<file path="config.mk">
export PLATFORM = sky130hd
export DESIGN_NAME = pc_redirect_ctrl
export DESIGN_NICKNAME = d
export VERILOG_FILES = /design/src/rtl/pc_redirect_ctrl.sv
export SDC_FILE = /design/constraint.sdc
export NUM_CORES = 1
export LEC_CHECK = 0
export CORE_MARGIN = 2
export CORE_UTILIZATION = 25
export CTS_CLUSTER_DIAMETER = 30
export DETAILED_ROUTE_END_ITERATION = 10
export PLACE_DENSITY_LB_ADDON = 0.08
export SKIP_LAST_GASP = 1
export SLEW_MARGIN = 25
export SYNTH_ARGS = -nofsm -noshare
export SYNTH_HDL_FRONTEND = slang
export SYNTH_SLANG_ARGS = --single-unit
</file>
<file path="constraint.sdc">
create_clock -name clk -period 1.18 [get_ports clk]
set_input_delay 0.118 -clock clk [delete_from_list [all_inputs] [get_ports clk]]
set_output_delay 0.118 -clock clk [all_outputs]
set_load 0.02 [all_outputs]
</file>
<file path="src/rtl/pc_redirect_ctrl.sv">
// Fetch-stage PC sequencer: merges branch/trap redirects, load-use stalls and imem readiness.
// Optional saturating performance counters are built when PC_REDIRECT_PERF_EN is defined.
module pc_redirect_ctrl #(
    parameter logic [31:0] TRAP_VECTOR = 32'h0000_0100,
    parameter int          CNT_W       = 32
) (
    input  logic             clk,
    input  logic             rst,
    input  logic             br_taken,
    input  logic [31:0]      br_target,
    input  logic             trap_req,
    input  logic             hz_stall,
    input  logic             imem_ready,
    output logic             pc_sel,
    output logic             pc_stall,
    output logic [31:0]      branch_target,
    output logic             flush_if,
    output logic             flush_id,
    output logic             redirect_pending,
`ifdef PC_REDIRECT_PERF_EN
    output logic [CNT_W-1:0] stall_cycles,
    output logic [CNT_W-1:0] redirect_cnt,
`endif
    output logic             state_dbg
);

    // Interface contract: the PC register samples pc_sel/pc_stall/branch_target at the
    // next rising edge; pc_sel is only ever asserted in a cycle where pc_stall is low.

    typedef enum logic {
        RUN  = 1'b0,
        PEND = 1'b1
    } state_t;

    state_t      state, state_nxt;
    logic [31:0] pend_target, pend_target_nxt;

    logic        req;
    logic [31:0] req_target;

    assign req        = trap_req | br_taken;
    assign req_target = trap_req ? TRAP_VECTOR : br_target;
    assign state_dbg  = state;

    always_ff @(posedge clk or negedge rst) begin
        if (!rst) begin
            state       <= RUN;
            pend_target <= 32'h0;
        end else begin
            state       <= state_nxt;
            pend_target <= pend_target_nxt;
        end
    end

    always_comb begin
        state_nxt       = state;
        pend_target_nxt = pend_target;
        case (state)
            RUN: begin
                if (req && !imem_ready) begin
                    state_nxt       = PEND;
                    pend_target_nxt = req_target;
                end
            end
            PEND: begin
                if (imem_ready) begin
                    state_nxt = RUN;
                end else if (trap_req) begin
                    pend_target_nxt = TRAP_VECTOR;
                end
            end
            default: state_nxt = RUN;
        endcase
    end

    // Wrong-path work was already flushed on entry to PEND, so only a trap re-flushes there.
    always_comb begin
        pc_sel           = 1'b0;
        pc_stall         = 1'b0;
        branch_target    = pend_target;
        flush_if         = 1'b0;
        flush_id         = 1'b0;
        redirect_pending = 1'b0;
        if (!rst) begin
            pc_stall      = 1'b1;
            branch_target = 32'h0;
        end else begin
            case (state)
                RUN: begin
                    if (req) begin
                        flush_if      = 1'b1;
                        flush_id      = 1'b1;
                        branch_target = req_target;
                        pc_sel        = imem_ready;
                        pc_stall      = ~imem_ready;
                    end else begin
                        pc_stall = hz_stall | ~imem_ready;
                    end
                end
                PEND: begin
                    redirect_pending = 1'b1;
                    flush_if         = trap_req;
                    flush_id         = trap_req;
                    branch_target    = trap_req ? TRAP_VECTOR : pend_target;
                    pc_sel           = imem_ready;
                    pc_stall         = ~imem_ready;
                end
                default: pc_stall = 1'b1;
            endcase
        end
    end

`ifdef PC_REDIRECT_PERF_EN
    always_ff @(posedge clk or negedge rst) begin
        if (!rst) begin
            stall_cycles <= '0;
            redirect_cnt <= '0;
        end else begin
            if (pc_stall && (stall_cycles != {CNT_W{1'b1}})) begin
                stall_cycles <= stall_cycles + CNT_W'(1);
            end
            if (pc_sel && (redirect_cnt != {CNT_W{1'b1}})) begin
                redirect_cnt <= redirect_cnt + CNT_W'(1);
            end
        end
    end
`endif

endmodule

</file>
After elaboration in Yosys (flattened, before gate mapping)
Cells that the tools add are included.
W data, S select, Z words.
Cells by class
  equal/unequal tests: 2
  muxes and demuxes: 22
  bitwise logic cells: 4
  reduce and logical (&&, ||, !) cells: 3
Operators by type and width (count)
  $mux W32: 6
  $pmux W32 S2: 2
  $mux W1: 10
  $pmux W1 S2: 4
  $ne A2 B2 Y1 const B: 2
  $not A1 Y1: 2
  $or A1 B1 Y1: 2
  $reduce_and A2 Y1: 1
  $logic_and A1 B1 Y1: 1
  $logic_not A1 Y1: 1
Word-level totals
  register bits after elaboration: 33
  bits of input ports: 38

Logic depth before layout (Yosys ltp)
Gate-level depths: netlist (run 1).
  word-level depth: 5
  depth in mapped cells: 5
  depth with buffers taken out: 3

Least setup slack after synthesis (run 1)
Ideal clock, no wire load.
  path kind: flip-flop to output port
  start: register state (netlist: state_dbg)
  end: output port branch_target[22]
  arrival: 1.363 ns
  path slack: -0.301 ns
  cell stages (with the launch flop): 6
  cells stage by stage: dfrtp_1 -> nor2b_1 -> buf_2 -> buf_2 -> nand2_1 -> a21oi_1
On the way
  word-level cells in the longest chain between the ends: 3
RTL lines
  start, declared: RTL line 35  | state_t state, state_nxt;
  start signal, assigned: RTL line 50  | state <= state_nxt;
  $not A1 Y1
  $pmux W32 S2 *: RTL line 88  | case (state)
  $mux W32 *: RTL line 84  | if (!rst) begin
  end, declared: RTL line 16  | output logic [31:0] branch_target,
Every way passes the cells marked *; elsewhere a longest branch is shown, timed or not.

Worst setup path after layout (run 1)
  start: register state (netlist: state_dbg)
  end: output port branch_target[17]
The elaborated chain is that of the path after synthesis.

==> results of run 1 <==
## metrics by stage
| step | worst slack, ns | area, um^2 | power, W | hold WS (ns) | utilization [%] |
|---|---|---|---|---|---|
| floorplan | -0.147 | 2540 | 0.00217 | -0.178 | - |
| finish | -0.481 | 4660 | 0.00404 | -0.0000973 | 60.0 |
| global route | -0.528 | 4660 | 0.00426 | 0.0429 | 60.0 |
| CTS | -0.507 | 4480 | 0.00399 | 0.0176 | 57.6 |
| global placement | -0.851 | 3880 | 0.00281 | 0.152 | 50.0 |
| detailed placement | -0.862 | 3880 | 0.00283 | 0.137 | 50.0 |
## sequential cells by signal, summed over array words and instances (netlist names)
| name | count |
|---|---|
| pend_target | 32 |
| state_dbg | 1 |
## worst min path at each step
| stage | slack [ns] | from | endpoint |
|---|---|---|---|
| 3_3_place_gp | 0.15 | rst | state_dbg$_DFF_PN0_ |
| 6_report | -0.0001 | rst | pend_target[25]$_DFFE_PN0P_ |
| 4_1_cts | 0.02 | rst | pend_target[2]$_DFFE_PN0P_ |
| 3_5_place_dp | 0.14 | rst | state_dbg$_DFF_PN0_ |
| 5_1_grt | 0.04 | rst | pend_target[8]$_DFFE_PN0P_ |
| 2_1_floorplan | -0.18 | rst | pend_target[0]$_DFFE_PN0P_ |
## cells by family (layout without fill, tap and decap cells)
| group | after synthesis | in the layout | share of synthesized area, % |
|---|---|---|---|
| and+or+nand+nor | 108 | 108 | 22.6 |
| AOI/OAI and AO/OA | 95 | 95 | 27.8 |
| DFF | 33 | 33 | 41.1 |
| buffers and inverters | 26 | 185 | 8.59 |
## layout make-up
| type | count | area [um^2] | share of cell area (%) |
|---|---|---|---|
| Tap cell | 102 | 128 | 2.74 |
| Timing Repair Buffer | 178 | 1890 | 40.5 |
| Multi-Input combinational cell | 203 | 1730 | 37.1 |
| Clock buffer | 7 | 86.3 | 1.85 |
| Sequential cell | 33 | 827 | 17.8 |
## cells in the mapped netlist (all sizes together)
cell	number
a22oi	31
nand2b	2
nor4	1
nand2	94
nor2	2
a21o	1
nor2b	2
o21a	1
buf	17
nor3	4
and2	1
o21ai	31
dfrtp	33
a21oi	31
nor3b	2
clkbuf	9
## metal layers
metal	GRT usage [%]	part of all wire, %
met1	25.0	45
met3	3.13	4.8
met5	0	0
met2	32.8	49
met4	4.47	0.53
## worst max-delay path, delay by kind of cell (launching register included)
family / cells / cell delay (ns)
AOI/OAI and AO/OA: 1 / 0.15
and+or+nand+nor: 2 / 0.25
DFF: 1 / 0.41
buffers and inverters: 3 / 0.44
## power groups by stage
stage	Clock (W)	Sequential [W]	Combinational, W
2_1_floorplan	0	0.00141	0.000754
3_3_place_gp	0	0.00140	0.00140
3_5_place_dp	0	0.00141	0.00142
4_1_cts	0.000903	0.00141	0.00168
5_1_grt	0.000956	0.00143	0.00187
6_report	0.000880	0.00142	0.00174
## repair_timing
item / CTS / global route
hold buffers: 1 / 0
pin swaps: 13 / 30
setup buffers: 19 / 2
gates resized for setup: 249 / 38
setup endpoints to repair: 70 / 69
hold endpoints to repair: 1 / 0
cloned: 8 / 2
==> impl_metrics.env, run 1 <==
export IMPL_synth_area_per_cell_um2=7.67
export IMPL_grt_usage_pct=19.1
export IMPL_cp_required_ns=1.06
export IMPL_syn_area_um2=2010
export IMPL_cts_clk_slew_worst_paths_ns=0.07
export IMPL_power_per_cell_area_nw_per_um2=867
export IMPL_yosys_top_cells_area="dfrtp_1 41%, nand2_1 18%, a22oi_1 12%, a21oi_1 7.7%, o21ai_1 7.5%"
export IMPL_slowest_delay_ns=0.41
export IMPL_drt_initial_drc_count=67
export IMPL_startpoint="state_dbg$_DFF_PN0_"
export IMPL_drt_wl_total_mm=8.10
export IMPL_finClkSkew_ns=0.00363
export IMPL_htreeDepth=2
export IMPL_firstDrtPassIters=4
export IMPL_p_seq_share_pct=35.1
export IMPL_fmax_ghz=0.602
export IMPL_outcome="finished, violations left"
export IMPL_antenna_left=0
export IMPL_switching_power_w=0.00136
export IMPL_antenna_found_initial=0
export IMPL_layout_commonest_cell="buf_4"
export IMPL_min_period_over_period_pct=141
export IMPL_io_pins=76
export IMPL_ys_types=21
export IMPL_grt_pass1_wl_mm=13.0
export IMPL_holdCritPathClass="input port to asynchronous set/reset pin"
export IMPL_crit_arrival_ns=1.54
export IMPL_dpl_cell_count=486
export IMPL_critPathKind="register to output pin"
export IMPL_r2r_start="state_dbg$_DFF_PN0_"
export IMPL_die_area_um2=8780
export IMPL_reg2reg_to="pend_target[22]$_DFFE_PN0P_"
export IMPL_yosysWarnings=0
export IMPL_combinationalPowerShare_pct=43.1
export IMPL_syn_nets=300
export IMPL_grt_pass1_vias=2657
export IMPL_vias=2517
export IMPL_reg2regPathDepth=7
export IMPL_cts_tree="yes"
export IMPL_failed_checks="negative hold slack, negative setup slack"
export IMPL_yosysSeqAreaShare_pct=41.1
export IMPL_cts_buffers=5
export IMPL_crit_path_end_kind="output pin"
export IMPL_ir_worst_vdd_mv=0.500
export IMPL_cp_cell_sequence="nand2b_4 > buf_12 > clkbuf_16 > nand2_2 > a21oi_4 > buf_6"
export IMPL_p_sw_share_pct=33.6
export IMPL_grt_max_degree=33
export IMPL_cts_sinks=33
export IMPL_hold_viol=1
export IMPL_n_fill_cell=697
export IMPL_fin_crit_ns=1.66
export IMPL_total_leakage_power_nw=1.90
export IMPL_power_internal_w=0.00268
export IMPL_initial_utilization_pct=25.9
export IMPL_layout_common_cells="75 x buf_4, 58 x nand2_1, 42 x buf_6"
export IMPL_viasPerCell=4.81
export IMPL_rsz0062_at_grt="true"
export IMPL_overflow=0
export IMPL_cp_endpoint="branch_target[17]"
export IMPL_fp_dieH_um=93.7
export IMPL_slew_headroom_pct=69.8
export IMPL_dp_final_hpwl_mm=4.68
export IMPL_slowest_stage="dfrtp_2"
export IMPL_nets=459
export IMPL_layout_setup_ws_ns=-0.481
export IMPL_cts_buffer_depth=2
export IMPL_drv_slew=0
export IMPL_drc=0
export IMPL_die_width_um=93.7
export IMPL_whs_ns=-0.0000973
export IMPL_setup_violations=69
export IMPL_worst_setup_path_start_kind="register"
export IMPL_synth_area_leader_cell="dfrtp_1"
export IMPL_rrSetupSlack_ns=-0.41
export IMPL_critPathMaxFanout=6
export IMPL_tightest_slew_ns=0.452
export IMPL_drive_gt1_share_pct=60.1
export IMPL_fin_cells=523
export IMPL_yosys_area_top_type_share_pct=41.1
export IMPL_syn_to_final_growth_pct=132
export IMPL_clock_latency_ns=0.28
export IMPL_synth_seq_cells=33
export IMPL_cts_root_buf="clkbuf_8"
export IMPL_port_buffers=75
export IMPL_num_rows=32
export IMPL_syn_inst=262
export IMPL_gp_congestion=0.740
export IMPL_antennaDiodeCount=0
export IMPL_power_frac_clock_pct=21.8
export IMPL_fin_tns_setup_ns=-25.34
export IMPL_drv_cap=0
export IMPL_core_area_um2=7770
export IMPL_wl_per_cell_um=15.5
Power figures use the tool's default switching activity.
==> inputs of run 2 (changes only) <==
- clock period: 1.18 -> 1.4 ns (I/O delays scaled with it)
==> impl_metrics.env, run 2 (synthesis results as in run 1) <==
export IMPL_worst_setup_path_start_kind="register"
export IMPL_layout_commonest_cell="nand2_1"
export IMPL_rsz0062_at_grt="true"
export IMPL_initial_utilization_pct=25.9
export IMPL_critPathKind="register to output pin"
export IMPL_drv_cap=0
export IMPL_nets=413
export IMPL_overflow=0
export IMPL_finClkSkew_ns=0.00471
export IMPL_clock_latency_ns=0.29
export IMPL_core_area_um2=7770
export IMPL_reg2regPathDepth=6
export IMPL_cp_required_ns=1.26
export IMPL_dp_final_hpwl_mm=4.30
export IMPL_antennaDiodeCount=0
export IMPL_fin_util_pct=50.0
export IMPL_vias=2275
export IMPL_reg2reg_to="pend_target[31]$_DFFE_PN0P_"
export IMPL_num_rows=32
export IMPL_drc=0
export IMPL_drt_initial_drc_count=135
export IMPL_port_buffers=75
export IMPL_ir_worst_vdd_mv=0.386
export IMPL_tightest_slew_ns=0.245
export IMPL_cts_tree="yes"
export IMPL_die_width_um=93.7
export IMPL_outcome="finished, violations left"
export IMPL_drv_slew=0
export IMPL_antenna_found_initial=0
export IMPL_io_pins=76
export IMPL_antenna_left=0
export IMPL_htreeDepth=2
export IMPL_cts_buffers=5
export IMPL_cts_clk_slew_worst_paths_ns=0.07
export IMPL_total_leakage_power_nw=1.57
export IMPL_cp_endpoint="branch_target[31]"
export IMPL_critPathMaxFanout=8
export IMPL_grt_usage_pct=15.9
export IMPL_cts_sinks=33
export IMPL_largest_reg_flops=32
export IMPL_grt_pass1_wl_mm=10.9
export IMPL_fin_crit_ns=1.65
export IMPL_fin_tns_setup_ns=-9.31
export IMPL_failed_checks="negative setup slack"
export IMPL_gp_congestion=0.711
export IMPL_syn_to_final_growth_pct=93.2
export IMPL_drt_wl_total_mm=7.23
export IMPL_top_register="pend_target"
export IMPL_stdcell_area_um2=3880
export IMPL_rrSetupSlack_ns=-0.06
export IMPL_startpoint="state_dbg$_DFF_PN0_"
export IMPL_slew_headroom_pct=83.6
export IMPL_r2r_start="state_dbg$_DFF_PN0_"
export IMPL_wl_per_cell_um=15.1
export IMPL_dpl_instance_area_um2=3480
export IMPL_layout_common_cells="73 x nand2_1, 47 x buf_4, 36 x clkdlybuf4s50_1"
export IMPL_crit_path_end_kind="output pin"
export IMPL_cts_root_buf="clkbuf_8"
export IMPL_whs_ns=0.411
export IMPL_firstDrtPassIters=4
export IMPL_viasPerCell=4.76
export IMPL_setup_violations=69
export IMPL_holdCritPathClass="input port to asynchronous set/reset pin"
export IMPL_crit_arrival_ns=1.51
export IMPL_drive_gt1_share_pct=43.4
export IMPL_die_area_um2=8780
export IMPL_power_per_cell_area_nw_per_um2=768
export IMPL_grt_pass1_vias=2179
export IMPL_min_period_over_period_pct=118
export IMPL_p_total_w=0.00298
export IMPL_layout_setup_ws_ns=-0.254
export IMPL_fmax_ghz=0.605
export IMPL_cts_buffer_depth=2
export IMPL_fp_dieH_um=93.7
export IMPL_hold_viol=0
export IMPL_grt_max_degree=35
[run 2: cell types whose count changed in the layout (fill, tap and decap cells not counted), moves of 3 or more]
| cell | before | now |
|---|---|---|
| a22oi_1 | 2 | 31 |
| nand2_2 | 23 | 11 |
| a21oi_2 | 0 | 3 |
| buf_6 | 42 | 33 |
| nand2_4 | 13 | 10 |
| buf_4 | 75 | 47 |
| a22oi_2 | 29 | 0 |
| buf_16 | 8 | 1 |
| nand2_1 | 58 | 73 |
| a21oi_4 | 31 | 28 |
[run 2: power by group]
part / leakage [nW] / internal, W / switching (W)
Combinational: 1.09 / 0.000539 / 0.000559
Clock: 0.0450 / 0.000345 / 0.000368
Sequential: 0.433 / 0.00108 / 0.0000947
Total: 1.57 / 0.00196 / 0.00102
[run 2: critical path: stages, from the launching register on]
cell and delay (ns):
dfrtp_2 0.44, nor2b_4 0.14, buf_6 0.14, clkbuf_16 0.18
nand2_1 0.07, a21oi_2 0.13, buf_6 0.13
[run 2: stage by stage]
| step | std cells | setup WS, ns |
|---|---|---|
| finish | 478 | -0.254 |
| global route | 478 | -0.301 |
| CTS | 473 | -0.289 |
| detailed placement | 460 | -0.660 |
| global placement | 460 | -0.653 |
| floorplan | 262 | 0.0149 |
[run 2: what timing repair did]
action                                 4_1_cts  5_1_grt
hold buffers                                 1        0
resized for setup                          189       65
cloned                                       1        4
endpoints found under the hold margin       18        0
buffers inserted                             3        1
setup endpoints to repair                   38       45
pin swaps                                    1       33
[run 2: worst min-delay path by stage]
stage,start,end,slack (ns)
finish,rst,state_dbg$_DFF_PN0_,0.41
global route,rst,state_dbg$_DFF_PN0_,0.43
CTS,rst,state_dbg$_DFF_PN0_,0.42
detailed placement,rst,state_dbg$_DFF_PN0_,0.14
global placement,rst,pend_target[8]$_DFFE_PN0P_,0.14
floorplan,rst,pend_target[0]$_DFFE_PN0P_,-0.16
[run 2: per-layer routing]
metal | global-route usage (%) | part of all wire, % | vias up | wire (um)
met3 | 3.13 | 4.8 | 8 | 344
met1 | 22.6 | 49 | 1084 | 3520
met5 | 0 | 0 | - | 0
li1 | - | - | 1128 | -
met2 | 24.8 | 46 | 55 | 3310
met4 | 3.99 | 0.87 | 0 | 63
[run 2: final cells by class]
cell class / count / area [um^2]
Multi-Input combinational cell: 203 / 1480
Tap cell: 102 / 128
Timing Repair Buffer: 132 / 1370
Clock buffer: 6 / 72.6
Sequential cell: 33 / 827
Clock inverter: 2 / 10.0
Fill cell: 771 / 3880
